==> config.mk <==
export PLATFORM = sky130hd
export DESIGN_NAME = store_size_unit
export DESIGN_NICKNAME = d
export VERILOG_FILES = /design/src/rtl/store_size_unit.sv
export SDC_FILE = /design/constraint.sdc
export NUM_CORES = 1
export LEC_CHECK = 0
export ABC_AREA = 1
export CELL_PAD_IN_SITES_DETAIL_PLACEMENT = 1
export CELL_PAD_IN_SITES_GLOBAL_PLACEMENT = 1
export CORE_MARGIN = 4
export CORE_UTILIZATION = 32
export CTS_BUF_LIST = sky130_fd_sc_hd__clkbuf_8
export CTS_CLUSTER_DIAMETER = 30
export CTS_CLUSTER_SIZE = 25
export DETAILED_ROUTE_END_ITERATION = 10
export PLACE_DENSITY = 0.78
export SLEW_MARGIN = 20
export SYNTH_ARGS = -nofsm -noshare
export SYNTH_HDL_FRONTEND = slang
export SYNTH_SLANG_ARGS = --single-unit
==> constraint.sdc <==
create_clock -name clk -period 1.5 [get_ports clk]
set_input_delay 0.45 -clock clk [delete_from_list [all_inputs] [get_ports clk]]
set_output_delay 0.45 -clock clk [all_outputs]
set_load 0.01 [all_outputs]
==> src/rtl/store_size_unit.sv <==
// -----------------------------------------------------------------------------
// store_size_unit
//
// Store path from register B to a word-only data memory. It handles SW, SH and
// SB stores. Word stores are written directly. Halfword and byte stores read
// the addressed word, merge the new lane into it, and write the word back.
// Completion is reported with a one-cycle done pulse.
//
// Optional feature (compile-time macro STORE_ALIGN_CHECK_EN):
//   When defined, SW with addr[1:0]!=0 or SH with addr[0]!=0 skips memory and
//   finishes with done and misaligned_exc asserted together. When undefined,
//   misaligned_exc stays 0 and the faulting low address bits are ignored.
//
// Parameters:
//   MEM_LATENCY    cycles from read address to valid mem_rdata (1..15)
//
// Ports:
//   clk            system clock, rising edge
//   reset_n        asynchronous active-low reset
//   start          one-cycle request, sampled only in IDLE
//   store_size     0=SW, 1=SH, 2=SB, 3=reserved (completes with no access)
//   addr           byte address (ALUOut)
//   b_data         store data (register B)
//   mem_rdata      memory read word
//   mem_addr       word-aligned memory address (registered)
//   mem_wdata      merged write word (registered, held between writes)
//   mem_wr         one-cycle memory write strobe (registered)
//   busy           high from the cycle after start until done
//   done           one-cycle completion pulse
//   misaligned_exc one-cycle alignment fault pulse, coincident with done
// -----------------------------------------------------------------------------
module store_size_unit #(
  parameter int MEM_LATENCY = 1
) (
  input  logic        clk,
  input  logic        reset_n,
  input  logic        start,
  input  logic [1:0]  store_size,
  input  logic [31:0] addr,
  input  logic [31:0] b_data,
  input  logic [31:0] mem_rdata,
  output logic [31:0] mem_addr,
  output logic [31:0] mem_wdata,
  output logic        mem_wr,
  output logic        busy,
  output logic        done,
  output logic        misaligned_exc
);

  localparam logic [1:0] SIZE_W   = 2'd0;
  localparam logic [1:0] SIZE_H   = 2'd1;
  localparam logic [1:0] SIZE_B   = 2'd2;
  localparam logic [1:0] SIZE_RSV = 2'd3;
  localparam logic [3:0] LAT_INIT = 4'(MEM_LATENCY);

  typedef enum logic [1:0] {
    IDLE  = 2'd0,
    READ  = 2'd1,
    WRITE = 2'd2,
    DONE  = 2'd3
  } state_t;

  state_t      state_r, state_s;
  logic [1:0]  size_r, size_s;
  logic [1:0]  lane_r, lane_s;
  logic [31:0] bdata_r, bdata_s;
  logic [3:0]  cnt_r, cnt_s;
  logic [31:0] mem_addr_s;
  logic [31:0] mem_wdata_s;
  logic        mem_wr_s;
  logic        busy_s;
  logic        done_s;
  logic        exc_s;
  logic        misalign_s;

  // Replace the selected lane of a memory word with store data (little-endian).
  // The halfword lane is chosen by lane[1] alone, so an odd SH address falls
  // back to the halfword that contains it.
  function automatic logic [31:0] merge_store(
    input logic [1:0]  size,
    input logic [1:0]  lane,
    input logic [31:0] word,
    input logic [31:0] data
  );
    logic [31:0] merged;
    merged = word;
    case (size)
      SIZE_H: begin
        if (lane[1]) begin
          merged[31:16] = data[15:0];
        end else begin
          merged[15:0] = data[15:0];
        end
      end
      SIZE_B: begin
        case (lane)
          2'd0:    merged[7:0]   = data[7:0];
          2'd1:    merged[15:8]  = data[7:0];
          2'd2:    merged[23:16] = data[7:0];
          default: merged[31:24] = data[7:0];
        endcase
      end
      default: merged = data;
    endcase
    return merged;
  endfunction

  // Alignment fault detection on the live request inputs (IDLE only uses it).
  always_comb begin
`ifdef STORE_ALIGN_CHECK_EN
    case (store_size)
      SIZE_W:  misalign_s = (addr[1:0] != 2'b00);
      SIZE_H:  misalign_s = addr[0];
      default: misalign_s = 1'b0;
    endcase
`else
    misalign_s = 1'b0;
`endif
  end

  // Next-state and next-output logic; outputs are computed one cycle ahead so
  // they can be registered and still line up with the state they belong to.
  always_comb begin
    state_s     = state_r;
    size_s      = size_r;
    lane_s      = lane_r;
    bdata_s     = bdata_r;
    cnt_s       = cnt_r;
    mem_addr_s  = mem_addr;
    mem_wdata_s = mem_wdata;
    mem_wr_s    = 1'b0;
    busy_s      = busy;
    done_s      = 1'b0;
    exc_s       = 1'b0;
    case (state_r)
      IDLE: begin
        if (start) begin
          size_s  = store_size;
          lane_s  = addr[1:0];
          bdata_s = b_data;
          if (misalign_s || (store_size == SIZE_RSV)) begin
            // No memory access: finish straight away.
            state_s = DONE;
            done_s  = 1'b1;
            exc_s   = misalign_s;
            busy_s  = 1'b0;
          end else if (store_size == SIZE_W) begin
            state_s     = WRITE;
            mem_addr_s  = {addr[31:2], 2'b00};
            mem_wdata_s = b_data;
            mem_wr_s    = 1'b1;
            busy_s      = 1'b1;
          end else begin
            state_s    = READ;
            mem_addr_s = {addr[31:2], 2'b00};
            cnt_s      = LAT_INIT;
            busy_s     = 1'b1;
          end
        end else begin
          busy_s = 1'b0;
        end
      end
      READ: begin
        // cnt_r==1 marks the cycle in which mem_rdata is valid.
        if (cnt_r == 4'd1) begin
          state_s     = WRITE;
          mem_wdata_s = merge_store(size_r, lane_r, mem_rdata, bdata_r);
          mem_wr_s    = 1'b1;
        end else begin
          cnt_s = cnt_r - 4'd1;
        end
      end
      WRITE: begin
        state_s = DONE;
        done_s  = 1'b1;
        busy_s  = 1'b0;
      end
      DONE: begin
        state_s = IDLE;
        busy_s  = 1'b0;
      end
      default: begin
        state_s = IDLE;
        busy_s  = 1'b0;
      end
    endcase
  end

  // State, captured operands and registered outputs.
  always_ff @(posedge clk or negedge reset_n) begin
    if (!reset_n) begin
      state_r        <= IDLE;
      size_r         <= 2'd0;
      lane_r         <= 2'd0;
      bdata_r        <= 32'd0;
      cnt_r          <= 4'd0;
      mem_addr       <= 32'd0;
      mem_wdata      <= 32'd0;
      mem_wr         <= 1'b0;
      busy           <= 1'b0;
      done           <= 1'b0;
      misaligned_exc <= 1'b0;
    end else begin
      state_r        <= state_s;
      size_r         <= size_s;
      lane_r         <= lane_s;
      bdata_r        <= bdata_s;
      cnt_r          <= cnt_s;
      mem_addr       <= mem_addr_s;
      mem_wdata      <= mem_wdata_s;
      mem_wr         <= mem_wr_s;
      busy           <= busy_s;
      done           <= done_s;
      misaligned_exc <= exc_s;
    end
  end

endmodule

==> impl_metrics.env <==
export IMPL_status="finished with violations"
export IMPL_violations="negative setup slack"
export IMPL_start_util=0.330
export IMPL_clockRootBuffer="clkbuf_8"
export IMPL_fillers=2197
export IMPL_power_leakage_nw=4.26
export IMPL_hold_viol_final=0
export IMPL_swShare=0.462
export IMPL_ys_ff_latch=107
export IMPL_drc=0
export IMPL_multi_input_area_um2=3090
export IMPL_hpwl_um=14900
export IMPL_drive_gt1_frac=0.270
export IMPL_area_growth_pct=46.3
export IMPL_groute_usage_overall=0.200
export IMPL_die_height_um=145
export IMPL_cts_tree="done"
export IMPL_wl_per_cell_um=17.3
export IMPL_arrival_ps=1900
export IMPL_drv_slew=0
export IMPL_path_class="flip-flop to flip-flop"
export IMPL_yosysSeqAreaShare=0.445
export IMPL_ir_drop_v=0.000878
export IMPL_syn_cell_area_um2=6010
export IMPL_finalWorstSetupSlack_ps=-101
export IMPL_switchingPower_mw=9.16
export IMPL_cts_sinks=107
export IMPL_die_w_um=145
export IMPL_hold_ws_ps=55.9
export IMPL_clk_pin_slew_ps=110
export IMPL_required_ps=1800
export IMPL_path_max_fanout=8
export IMPL_clk_latency_ps=400
export IMPL_grt_max_degree=71
export IMPL_antenna_cells=0
export IMPL_fin_skew_ps=9.85
export IMPL_comb_power_share=0.640
export IMPL_grt_overflow_total=0
export IMPL_port_buffers=165
export IMPL_power_density_nw_per_um2=2250
export IMPL_layout_min_cycle_time_ps=1600
export IMPL_yosys_warnings=0
export IMPL_clockPowerShare=0.089
export IMPL_final_nets=1113
export IMPL_grt_pass1_wl_um=34000
export IMPL_final_antenna_net_count=0
export IMPL_seqPwrFrac=0.271
export IMPL_synth_cells=783
export IMPL_setup_viol=60
export IMPL_hold_path_class="primary input to asynchronous set/reset pin"
export IMPL_fmax_mhz=625
export IMPL_vias_per_cell=4.84
export IMPL_antenna_found_initial=0
export IMPL_register_area_um2=2680
export IMPL_clockBufferDepth=2
export IMPL_vias=5964
export IMPL_drtIter0Drc=246
export IMPL_gp_congestion=0.818
export IMPL_cts_buffers_inserted=9
export IMPL_first_pass_iters=4
export IMPL_pin_count=169
export IMPL_max_cap_violations=0
export IMPL_stdcell_area_um2=8800
export IMPL_ys_types=28
export IMPL_fin_crit_sh=1.07
export IMPL_crit_path_end_kind="flip-flop"
export IMPL_coreArea_um2=18200
export IMPL_p_int_mw=10.7
export IMPL_dieArea_um2=21100
export IMPL_place_area_um2=8200
export IMPL_grt_pass1_vias=6405
export IMPL_rsz0062_at_grt="true"
export IMPL_cts_max_level=3
export IMPL_fp_row_count=49
export IMPL_wl_um=21300
export IMPL_startpoint_type="flip-flop"
export IMPL_syn_area_per_cell_um2=7.68
export IMPL_total_power_mw=19.8
[worst max-delay path, stage by stage, from the launching register on]
cell and delay [ps]:
dfrtp_1 410, inv_4 80, ha_4 190, nand2_2 60
nand2_2 70, nor2_4 90, nand3_4 110, buf_8 170
buf_16 160, nor2_4 110, a21oi_2 50
[cells in the mapped netlist (all sizes together)]
cell type	n	share of area
xor2	1	0.0015
ha	12	0.025
nand4	2	0.0021
mux2	34	0.064
conb	1	0.00062
nand3	83	0.072
nand2	227	0.14
nor2	111	0.072
buf	34	0.037
o21ai	45	0.037
or2	5	0.0052
o211ai	2	0.0025
dfrtp	107	0.45
inv	70	0.044
a21oi	37	0.041
o31ai	1	0.0012
clkbuf	11	0.0069
[through the flow]
step | setup WS [ps] | instances | TNS [ps] | util
2_1_floorplan | 6.52 | 785 | 0 | -
3_3_place_gp | -532 | 1177 | -41730 | 0.450
3_5_place_dp | -589 | 1177 | -44740 | 0.450
4_1_cts | -106 | 1225 | -3910 | 0.479
5_1_grt | -193 | 1233 | -8200 | 0.483
6_report | -101 | 1233 | -3080 | 0.483
[metal layers]
layer / global-route usage / vias to the layer above / wire length, µm
li1: - / 2904 / -
met1: 0.247 / 2885 / 8920
met2: 0.343 / 152 / 10700
met3: 0.0577 / 23 / 1450
met4: 0.0579 / 0 / 291
met5: 0 / - / 0
[layout by cell type, fill, tap and decap left out, types with 7 or more instances in the layout]
cell	netlist	routed
a21oi_1	21	14
a21oi_2	16	23
buf_12	0	10
buf_2	20	49
buf_4	9	59
buf_6	5	8
clkbuf_2	0	7
clkbuf_8	0	10
clkdlybuf4s50_1	0	97
dfrtp_1	107	105
ha_1	12	7
inv_1	66	61
inv_2	4	7
mux2_1	9	9
mux2_2	25	25
nand2_1	223	214
nand2_2	4	8
nand3_1	81	81
nor2_1	107	85
nor2_2	3	10
nor2_4	1	16
o21ai_0	41	38
o21ai_1	4	7
[power groups by stage]
stage | Combinational (mW) | Sequential (mW) | Clock (mW)
after floorplan | 6.21 | 5.51 | 0
after global placement | 10.9 | 5.36 | 0
after detailed placement | 11.3 | 5.42 | 0
after CTS | 12.4 | 5.35 | 1.81
after global routing | 14.0 | 5.58 | 1.91
final | 12.7 | 5.37 | 1.76
[registers in the layout, summed over array words and instances (netlist names)]
| signal | flops |
|---|---|
| state_r | 2 |
| bdata_r | 32 |
| done | 1 |
| mem_addr | 30 |
| size_r | 2 |
| lane_r | 2 |
| mem_wdata | 32 |
| busy | 1 |
| cnt_r | 4 |
| mem_wr | 1 |
[path summary, 6_finish.rpt]
kind                         startpoint             to  slack (ps)  cells past startpoint
setup / recovery             state_r[1]  mem_wdata[16]        -100                     10
hold / removal                  reset_n   mem_addr[10]          60                      2
setup reg to reg             state_r[1]  mem_wdata[16]        -100                     10
hold reg to reg            mem_wdata[7]   mem_wdata[7]         490                      2
max in group asynchronous       reset_n      lane_r[0]        1020                      2
min in group clk           mem_wdata[7]   mem_wdata[7]         490                      2
[layout make-up]
| type | count | area share |
|---|---|---|
| Clock buffer | 10 | 0.0156 |
| Clock inverter | 5 | 0.00426 |
| Inverter | 70 | 0.0307 |
| Multi-Input combinational cell | 563 | 0.351 |
| Sequential cell | 107 | 0.304 |
| Tap cell | 229 | 0.0326 |
| Timing Repair Buffer | 249 | 0.261 |
[cell families (layout without fill, tap and decap cells)]
logic type | count (synthesis) | after routing | synth area share
buffers and inverters | 115 | 334 | 0.0878
flip-flops | 107 | 107 | 0.445
XOR/XNOR | 1 | 1 | 0.00146
adder cells (fa/ha/maj) | 12 | 12 | 0.0250
other | 1 | 3 | 0.000623
AND/OR/NAND/NOR | 428 | 428 | 0.294
AO/OA/AOI/OAI | 85 | 85 | 0.0820
multiplexers | 34 | 34 | 0.0637
[timing repair]
item                                    in CTS  in global routing
hold buffers                                 0                  0
buffers inserted                            30                  7
endpoints found under the setup margin     170                 95
gates cloned                                 4                  3
pin swaps                                    5                  6
hold endpoints to repair                     0                  0
resized for setup                          263                 59
Power figures use the tool's default switching activity.
